[src/rtl/alu_pkg.sv]
// Shared constants for the ALU sharing arbiter: ALU control codes, R-format opcodes,
// ALUOp encodings and the arbiter FSM state type.
package alu_pkg;

  localparam logic [3:0] ALU_AND   = 4'b0000;
  localparam logic [3:0] ALU_OR    = 4'b0001;
  localparam logic [3:0] ALU_ADD   = 4'b0010;
  localparam logic [3:0] ALU_SUB   = 4'b0110;
  localparam logic [3:0] ALU_PASSB = 4'b0111;
  localparam logic [3:0] ALU_NOR   = 4'b1100;

  localparam logic [10:0] OPC_AND   = 11'b10001010000;
  localparam logic [10:0] OPC_ORR   = 11'b10101010000;
  localparam logic [10:0] OPC_ADD   = 11'b10001011000;
  localparam logic [10:0] OPC_SUB   = 11'b11001011000;
  localparam logic [10:0] OPC_PASSB = 11'b11111000010;
  localparam logic [10:0] OPC_NOR   = 11'b11101010000;

  localparam logic [1:0] ALUOP_MEM    = 2'b00;
  localparam logic [1:0] ALUOP_BRANCH = 2'b01;
  localparam logic [1:0] ALUOP_RTYPE  = 2'b10;
  localparam logic [1:0] ALUOP_BAD    = 2'b11;

  typedef enum logic [1:0] {
    ST_IDLE = 2'b00,
    ST_EXEC = 2'b01,
    ST_RESP = 2'b10
  } arb_state_t;

endpackage

[src/rtl/alu_ctl_decode.sv]
// Combinational ALUOp/opcode to 4-bit ALU control decoder with illegal-encoding flag.
// Shared with the control-unit tests.
module alu_ctl_decode
  import alu_pkg::*;
#(
  parameter int OPC_W = 11
) (
  input  logic [1:0]       aluop,
  input  logic [OPC_W-1:0] opcode,
  output logic [3:0]       ctl,
  output logic             illegal
);

  // Map ALUOp (and the R-format opcode when ALUOp selects it) onto an ALU control code.
  always_comb begin
    ctl     = ALU_ADD;
    illegal = 1'b0;
    case (aluop)
      ALUOP_MEM: begin
        ctl     = ALU_ADD;
        illegal = 1'b0;
      end
      ALUOP_BRANCH: begin
        ctl     = ALU_PASSB;
        illegal = 1'b0;
      end
      ALUOP_RTYPE: begin
        case (opcode)
          OPC_AND:   ctl = ALU_AND;
          OPC_ORR:   ctl = ALU_OR;
          OPC_ADD:   ctl = ALU_ADD;
          OPC_SUB:   ctl = ALU_SUB;
          OPC_PASSB: ctl = ALU_PASSB;
          OPC_NOR:   ctl = ALU_NOR;
          default: begin
            ctl     = ALU_AND;
            illegal = 1'b1;
          end
        endcase
      end
      default: begin
        ctl     = ALU_AND;
        illegal = 1'b1;
      end
    endcase
  end

endmodule

[src/rtl/alu_share_arbiter.sv]
// Round-robin sharing of one combinational ALU between two requesters, with a registered
// valid/ready response carrying the owner id, result, zero flag and illegal-op error.
module alu_share_arbiter
  import alu_pkg::*;
#(
  parameter int DATA_W = 64,
  parameter int OPC_W  = 11
) (
  input  logic              clk,
  input  logic              rst_n,
  input  logic              req0_valid,
  output logic              req0_ready,
  input  logic [1:0]        req0_aluop,
  input  logic [OPC_W-1:0]  req0_opcode,
  input  logic [DATA_W-1:0] req0_a,
  input  logic [DATA_W-1:0] req0_b,
  input  logic              req1_valid,
  output logic              req1_ready,
  input  logic [1:0]        req1_aluop,
  input  logic [OPC_W-1:0]  req1_opcode,
  input  logic [DATA_W-1:0] req1_a,
  input  logic [DATA_W-1:0] req1_b,
  output logic [DATA_W-1:0] alu_a,
  output logic [DATA_W-1:0] alu_b,
  output logic [3:0]        alu_ctl,
  input  logic [DATA_W-1:0] alu_result,
  input  logic              alu_zero,
  output logic              rsp_valid,
  input  logic              rsp_ready,
  output logic              rsp_id,
  output logic [DATA_W-1:0] rsp_result,
  output logic              rsp_zero,
  output logic              rsp_err
);

  arb_state_t        state_r;
  logic              last_grant_r;
  logic              gnt_s;
  logic              any_s;
  logic              idle_s;
  logic [1:0]        sel_aluop_s;
  logic [OPC_W-1:0]  sel_opcode_s;
  logic [DATA_W-1:0] sel_a_s;
  logic [DATA_W-1:0] sel_b_s;
  logic [3:0]        dec_ctl_s;
  logic              dec_illegal_s;

  // Round-robin pick: on a tie the requester not granted last wins.
  always_comb begin
    gnt_s = 1'b0;
    any_s = 1'b0;
    if (req0_valid && req1_valid) begin
      gnt_s = ~last_grant_r;
      any_s = 1'b1;
    end else if (req0_valid) begin
      gnt_s = 1'b0;
      any_s = 1'b1;
    end else if (req1_valid) begin
      gnt_s = 1'b1;
      any_s = 1'b1;
    end else begin
      gnt_s = 1'b0;
      any_s = 1'b0;
    end
  end

  // Operand and opcode steering from the granted requester.
  always_comb begin
    sel_aluop_s  = req0_aluop;
    sel_opcode_s = req0_opcode;
    sel_a_s      = req0_a;
    sel_b_s      = req0_b;
    if (gnt_s) begin
      sel_aluop_s  = req1_aluop;
      sel_opcode_s = req1_opcode;
      sel_a_s      = req1_a;
      sel_b_s      = req1_b;
    end else begin
      sel_aluop_s  = req0_aluop;
      sel_opcode_s = req0_opcode;
      sel_a_s      = req0_a;
      sel_b_s      = req0_b;
    end
  end

  assign idle_s     = (state_r == ST_IDLE);
  assign req0_ready = idle_s && any_s && !gnt_s;
  assign req1_ready = idle_s && any_s && gnt_s;

  alu_ctl_decode #(
    .OPC_W (OPC_W)
  ) u_decode (
    .aluop   (sel_aluop_s),
    .opcode  (sel_opcode_s),
    .ctl     (dec_ctl_s),
    .illegal (dec_illegal_s)
  );

  // Arbiter FSM; ALU drive and response registers only change on the transitions below.
  always_ff @(posedge clk or negedge rst_n) begin
    if (!rst_n) begin
      state_r      <= ST_IDLE;
      last_grant_r <= 1'b1;
      alu_a        <= '0;
      alu_b        <= '0;
      alu_ctl      <= 4'b0000;
      rsp_valid    <= 1'b0;
      rsp_id       <= 1'b0;
      rsp_result   <= '0;
      rsp_zero     <= 1'b0;
      rsp_err      <= 1'b0;
    end else begin
      case (state_r)
        ST_IDLE: begin
          if (any_s) begin
            last_grant_r <= gnt_s;
            rsp_id       <= gnt_s;
            if (dec_illegal_s) begin
              // Illegal ops skip the ALU entirely and keep its inputs quiet.
              rsp_result <= '0;
              rsp_zero   <= 1'b0;
              rsp_err    <= 1'b1;
              rsp_valid  <= 1'b1;
              state_r    <= ST_RESP;
            end else begin
              alu_a   <= sel_a_s;
              alu_b   <= sel_b_s;
              alu_ctl <= dec_ctl_s;
              rsp_err <= 1'b0;
              state_r <= ST_EXEC;
            end
          end else begin
            state_r <= ST_IDLE;
          end
        end
        ST_EXEC: begin
          rsp_result <= alu_result;
          rsp_zero   <= alu_zero;
          rsp_valid  <= 1'b1;
          state_r    <= ST_RESP;
        end
        ST_RESP: begin
          if (rsp_ready) begin
            rsp_valid <= 1'b0;
            state_r   <= ST_IDLE;
          end else begin
            state_r <= ST_RESP;
          end
        end
        default: begin
          rsp_valid <= 1'b0;
          state_r   <= ST_IDLE;
        end
      endcase
    end
  end

endmodule
[config.mk]
export PLATFORM = sky130hd
export DESIGN_NAME = alu_share_arbiter
export DESIGN_NICKNAME = d
export VERILOG_FILES = /design/src/rtl/alu_pkg.sv /design/src/rtl/alu_ctl_decode.sv /design/src/rtl/alu_share_arbiter.sv
export SDC_FILE = /design/constraint.sdc
export NUM_CORES = 1
export LEC_CHECK = 0
export CORE_AREA = 2 2 217 219
export DETAILED_ROUTE_END_ITERATION = 7
export DIE_AREA = 0 0 219 221
export HOLD_SLACK_MARGIN = 0.03
export SLEW_MARGIN = 20
export SYNTH_ARGS = -nofsm -noshare
export SYNTH_HDL_FRONTEND = slang
export SYNTH_HIERARCHICAL = 1
export SYNTH_SLANG_ARGS = --single-unit
[constraint.sdc]
create_clock -name clk -period 6.65 [get_ports clk]
set_input_delay 1.33 -clock clk [delete_from_list [all_inputs] [get_ports clk]]
set_output_delay 1.33 -clock clk [all_outputs]
set_load 0.1 [all_outputs]
==> Word-level counts from Yosys, hierarchy flattened <==
Index checks and enable logic that the tools add are counted.
{ "op_classes": {"bitwise_logic": 2, "n_reduce_logical": 14, "mux": 28, "n_eq_ne": 13} }
{ "op_table": {"columns": ["op", "n"], "rows": [
  ["$mux 64", 4],
  ["$pmux 64 s2", 1],
  ["$eq 11x11->1 const B", 6],
  ["$pmux 4 s5", 1],
  ["$mux 1", 12],
  ["$pmux 4 s3", 1],
  ["$mux 11", 1],
  ["$reduce_and 3->1", 3],
  ["$mux 2", 4],
  ["$pmux 2 s3", 1],
  ["$reduce_or 6->1", 1],
  ["$eq 2x1->1 const B", 2],
  ["$eq 2x2->1 const B", 2],
  ["$logic_and 1x1->1", 4],
  ["$logic_not 2->1", 2],
  ["$ne 2x2->1 const B", 2],
  ["$pmux 1 s2", 2],
  ["$pmux 1 s3", 1],
  ["$ne 2x1->1 const B", 1],
  ["$not 1->1", 2],
  ["$reduce_and 2->1", 1],
  ["$reduce_bool 2->1", 1],
  ["$reduce_or 2->1", 1],
  ["$logic_not 1->1", 1]
]} }
{ "totals": {"wordCells": 67, "in_bits": 352, "output_inout_bits": 202, "reg_bits": 203} }

==> Depth between registers and ports, before layout <==
{ "depth": {"word_depth": 11, "mapped_depth": 14, "depth_no_buf": 9} }

==> Modules after synthesis <==
The synthesis kept the hierarchy.
{ "by_module_without_submodules": {"columns": ["mod", "cells_per_inst", "n_inst", "area_each_um2", "seq_area_each_um2"], "rows": [
  ["alu_share_arbiter", 606, 1, 9077.5, 5081.1],
  ["alu_ctl_decode", 25, 1, 153.9, 0.0]
]} }

==> Worst setup path after synthesis <==
OpenSTA, ideal clock, no wires.
{ "synth_timing": {"path_type": "input to register", "startpoint": "input port req1_valid", "endpoint": "register alu_a[0]", "setup_ns": 0.125, "path_stages": 13, "t_arrival_ns": 4.379, "path_buffers": 5, "required_time_ns": 6.525, "path_slack_ns": 2.146, "cell_sequence": "a21boi_2 -> buf_2 -> buf_4 -> buf_4 -> mux2_2 -> or3b_4 -> nor3_1 -> nand2_1 -> and3_1 -> nor4_4 -> buf_2 -> buf_2 -> mux2_2"} }
{ "synth_between": {"elab_chain_len": 10, "elab_cells_between_ends": 24, "cone_classes": "8 x eq/ne; 10 x mux; 1 x bitwise; 5 x reduce/logical"} }
{ "synth_lines": {"columns": ["element", "line", "source"], "rows": [
  ["start: declaration", "alu_share_arbiter.sv:17", "input logic req1_valid,"],
  ["$mux 1", "alu_share_arbiter.sv:58", "end else if (req1_valid) begin"],
  ["$mux 1", "alu_share_arbiter.sv:55", "end else if (req0_valid) begin"],
  ["$mux 1 (*)", "alu_share_arbiter.sv:52", "if (req0_valid && req1_valid) begin"],
  ["$mux 11 (*)", "alu_share_arbiter.sv:73", "if (gnt_s) begin"],
  ["named net sel_opcode_s[7]", "alu_share_arbiter.sv:42", "logic [OPC_W-1:0] sel_opcode_s;"],
  ["$eq 11x11->1", "alu_ctl_decode.sv:28", "case (opcode)"],
  ["$reduce_or 6->1 (no source line) (*)", null, null],
  ["$mux 1 (*)", "alu_ctl_decode.sv:28", null],
  ["$pmux 1 s2 (*)", "alu_ctl_decode.sv:18", "case (aluop)"],
  ["named net dec_illegal_s", "alu_share_arbiter.sv:46", "logic dec_illegal_s;"],
  ["$not 1->1 (no source line) (*)", null, null],
  ["$reduce_and 3->1 (no source line) (*)", null, null],
  ["end signal: assignment", "alu_share_arbiter.sv:126", "alu_a <= sel_a_s;"],
  ["end: declaration", "alu_share_arbiter.sv:23", "output logic [DATA_W-1:0] alu_a,"]
]} }
Mark *: on every way through the listed nets, which the timed path passes. The rest lies on a longest branch.
A chain may end at the register's enable or synchronous reset.

==> Worst setup path after layout <==
{ "layout_timing": {"startpoint": "input port req0_valid", "endpoint": "output port req0_ready"} }
{ "layout_between": {"elab_chain_len": 4, "elab_cells_between_ends": 8, "cone_classes": "4 x mux; 4 x reduce/logical"} }
{ "layout_lines": {"columns": ["element", "line", "source"], "rows": [
  ["start: declaration", "alu_share_arbiter.sv:11", "input logic req0_valid,"],
  ["$mux 1 or $logic_and 1x1->1 (tied branches)", "alu_share_arbiter.sv:55, alu_share_arbiter.sv:52", null],
  ["$mux 1", "alu_share_arbiter.sv:52", null],
  ["$logic_and 1x1->1 or $logic_not 1->1 (tied branches)", "alu_share_arbiter.sv:87", "assign req0_ready = idle_s && any_s && !gnt_s;"],
  ["$logic_and 1x1->1 (*)", "alu_share_arbiter.sv:87", null],
  ["end: declaration", "alu_share_arbiter.sv:12", "output logic req0_ready,"]
]} }
Every way passes the cells marked *; elsewhere a longest branch is shown, timed or not.

==> flow_summary.ini <==
[floorplan]
pin_count = 554
die_w_um = 219
initial_utilization_pct = 20.0
die_area_um2 = 48400
die_h_um = 221
coreArea_um2 = 46100
num_rows = 79

[synthesis]
synth_top_area_share_pct = 54.8
synth.distinct_cells = 36
syn_area_per_cell_um2 = 14.6
synth_warnings = 6
syn_inst = 631
ys_async_sr_fraction_pct = 100
synth_area_leaders = dfrtp_1 (55%), mux2_2 (28%), a22o_1 (6.2%), mux2_1 (5.4%), buf_2 (1.4%)
synth_edf_count = 0
yosysSeqAreaShare_pct = 55.0
synth_nets = 983
synth_common_cells = mux2_2 (230), dfrtp_1 (202), a22o_1 (65), mux2_1 (44), buf_2 (25)
yosys_most_used_dff = dfrtp_1
ys_ff_latch = 203
synth_area_leader_cell = dfrtp_1
synth.most_common_cell = mux2_2
synth_area_um2 = 9230

[clock_network]
clockBufferDepth = 3
postCtsResizedCells = 0
cts.htree.levels = 1
numCtsBuffers = 24
cts_setup_buffers = 0
clock_sinks = 203
cts_hold_buf = 0
clk_latency_ps = 520
clockRootBuffer = clkbuf_16
tritoncts = done
clk_pin_slew_ps = 60

[setup_path]
worstSetupEndpointType = output pin
worstPathArrival_ps = 3510
worstSetupPathType = input port to output pin
start_kind = input port
cp.required_ps = 5320
worst-path-max-fanout = 6

[timing]
finClkSkew_ps = 10.5
max-slew-margin-rel_pct = 26.3
setup_viol = 0
period_share_pct = 72.8
tightest_slew_ps = 1100
max_freq_ghz = 0.207
tns_ps = 0
final-hold-violation-count = 0
min_period_ps = 4840
rsz0062_at_grt = false
drv_slew = 0
hold_ws_ps = 502

[global_route]
grt_pass1_wl_um = 46000
antenna_found_initial = 0
track_usage_pct = 12.1
grt_max_degree = 130
first_global_vias = 8017
grt_remaining_overflow = 0

[routing]
route.detailed.drc = 0
detail_route.wl_per_cell_um = 17.2
wl_um = 30900
via_per_inst = 4.11
first_pass_iters = 4
vias = 7374
first_iter_violations = 293
detail-route-antenna-nets = 0

[flow_run]
maxCapViolations = 0

[final_layout]
layout-drive-gt1-share_pct = 23.6
final_util_pct = 35.2
num-fill-cells = 4525
fin_nets = 1525
fin_area_um2 = 16200
antenna_cells = 0
area_growth_pct = 75.4

[place]
io_buffers = 553
gp_congestion = 0.763
dp_hpwl_um = 23400
place_area_um2 = 15400

[min_path]
hold_class = flip-flop to flip-flop

[run_status]
status = completed
## cell type report
| cell class | count | area [um^2] | area share, % |
|---|---|---|---|
| repair buffers | 559 | 5620 | 34.7 |
| clock inverters | 7 | 91.3 | 0.564 |
| inverters | 3 | 11.3 | 0.0695 |
| well taps | 607 | 759 | 4.69 |
| multi-input cells | 382 | 3950 | 24.4 |
| clock buffers | 34 | 679 | 4.20 |
| flip-flops and latches | 203 | 5080 | 31.4 |
## placed cells by master (no fill, tap or decap), types with 3 or more instances in the layout
cell             instances
clkdlybuf4s50_1        551
mux2_2                 230
dfrtp_1                202
a22o_1                  65
mux2_1                  44
clkbuf_16               25
clkbuf_1                 7
nand2_1                  6
nor2_1                   4
buf_4                    4
o21ai_1                  4
inv_1                    3
a21oi_1                  3
clkinv_2                 3
clkbuf_8                 3
buf_12                   3
## through the flow
| stage | setup slack, ps | std cells |
|---|---|---|
| floorplan | 2150 | 631 |
| global placement | 1360 | 1754 |
| detailed placement | 1330 | 1754 |
| CTS | 1690 | 1795 |
| global route | 1610 | 1795 |
| finish | 1810 | 1795 |
## cells by family after synthesis
group / share of synthesized area, %
AOI/OAI and AO/OA: 7.10
xor gates and xnor gates: 0.0949
buffers and inverters: 2.41
DFF: 55.0
muxes: 33.4
and+or+nand+nor: 1.92
## path summary, 6_finish.rpt
| path | startpoint | end | slack [ps] | cells after the start |
|---|---|---|---|---|
| worst min-delay path | alu_a[39] | alu_a[39] | 500 | 1 |
| max in group asynchronous | rst_n | alu_a[35] | 4630 | 2 |
| min in group asynchronous | rst_n | alu_b[52] | 860 | 1 |
| worst max-delay path | req0_valid | req0_ready | 1810 | 4 |
| worst min register to register | alu_a[39] | alu_a[39] | 500 | 1 |
| worst max register to register | last_grant_r | alu_b[62] | 2940 | 9 |
## per-layer routing
metal	track usage [%]	routed length, um	vias to the layer above
met4	3.84	736	0
met3	2.83	2570	44
met2	22.2	15600	335
met1	13.6	12000	3581
met5	0	0	-
li1	-	-	3414
## state kept, by name, summed over array words and instances, names as in the netlist
name	count
last_grant_r	1
state_r	2
alu_ctl	4
alu_a	64
rsp_result	64
alu_b	64
rsp_id	1
rsp_valid	1
rsp_zero	1
rsp_err	1
## worst max-delay path, stage by stage
cell and delay [ps]:
clkdlybuf4s50_1 630, nand2_1 110, a21oi_1 220, clkdlybuf4s50_1 1210
Power is left out: the tool's default activity adds up to more than one toggle a clock period on the data nets, which glitch-free logic cannot reach.
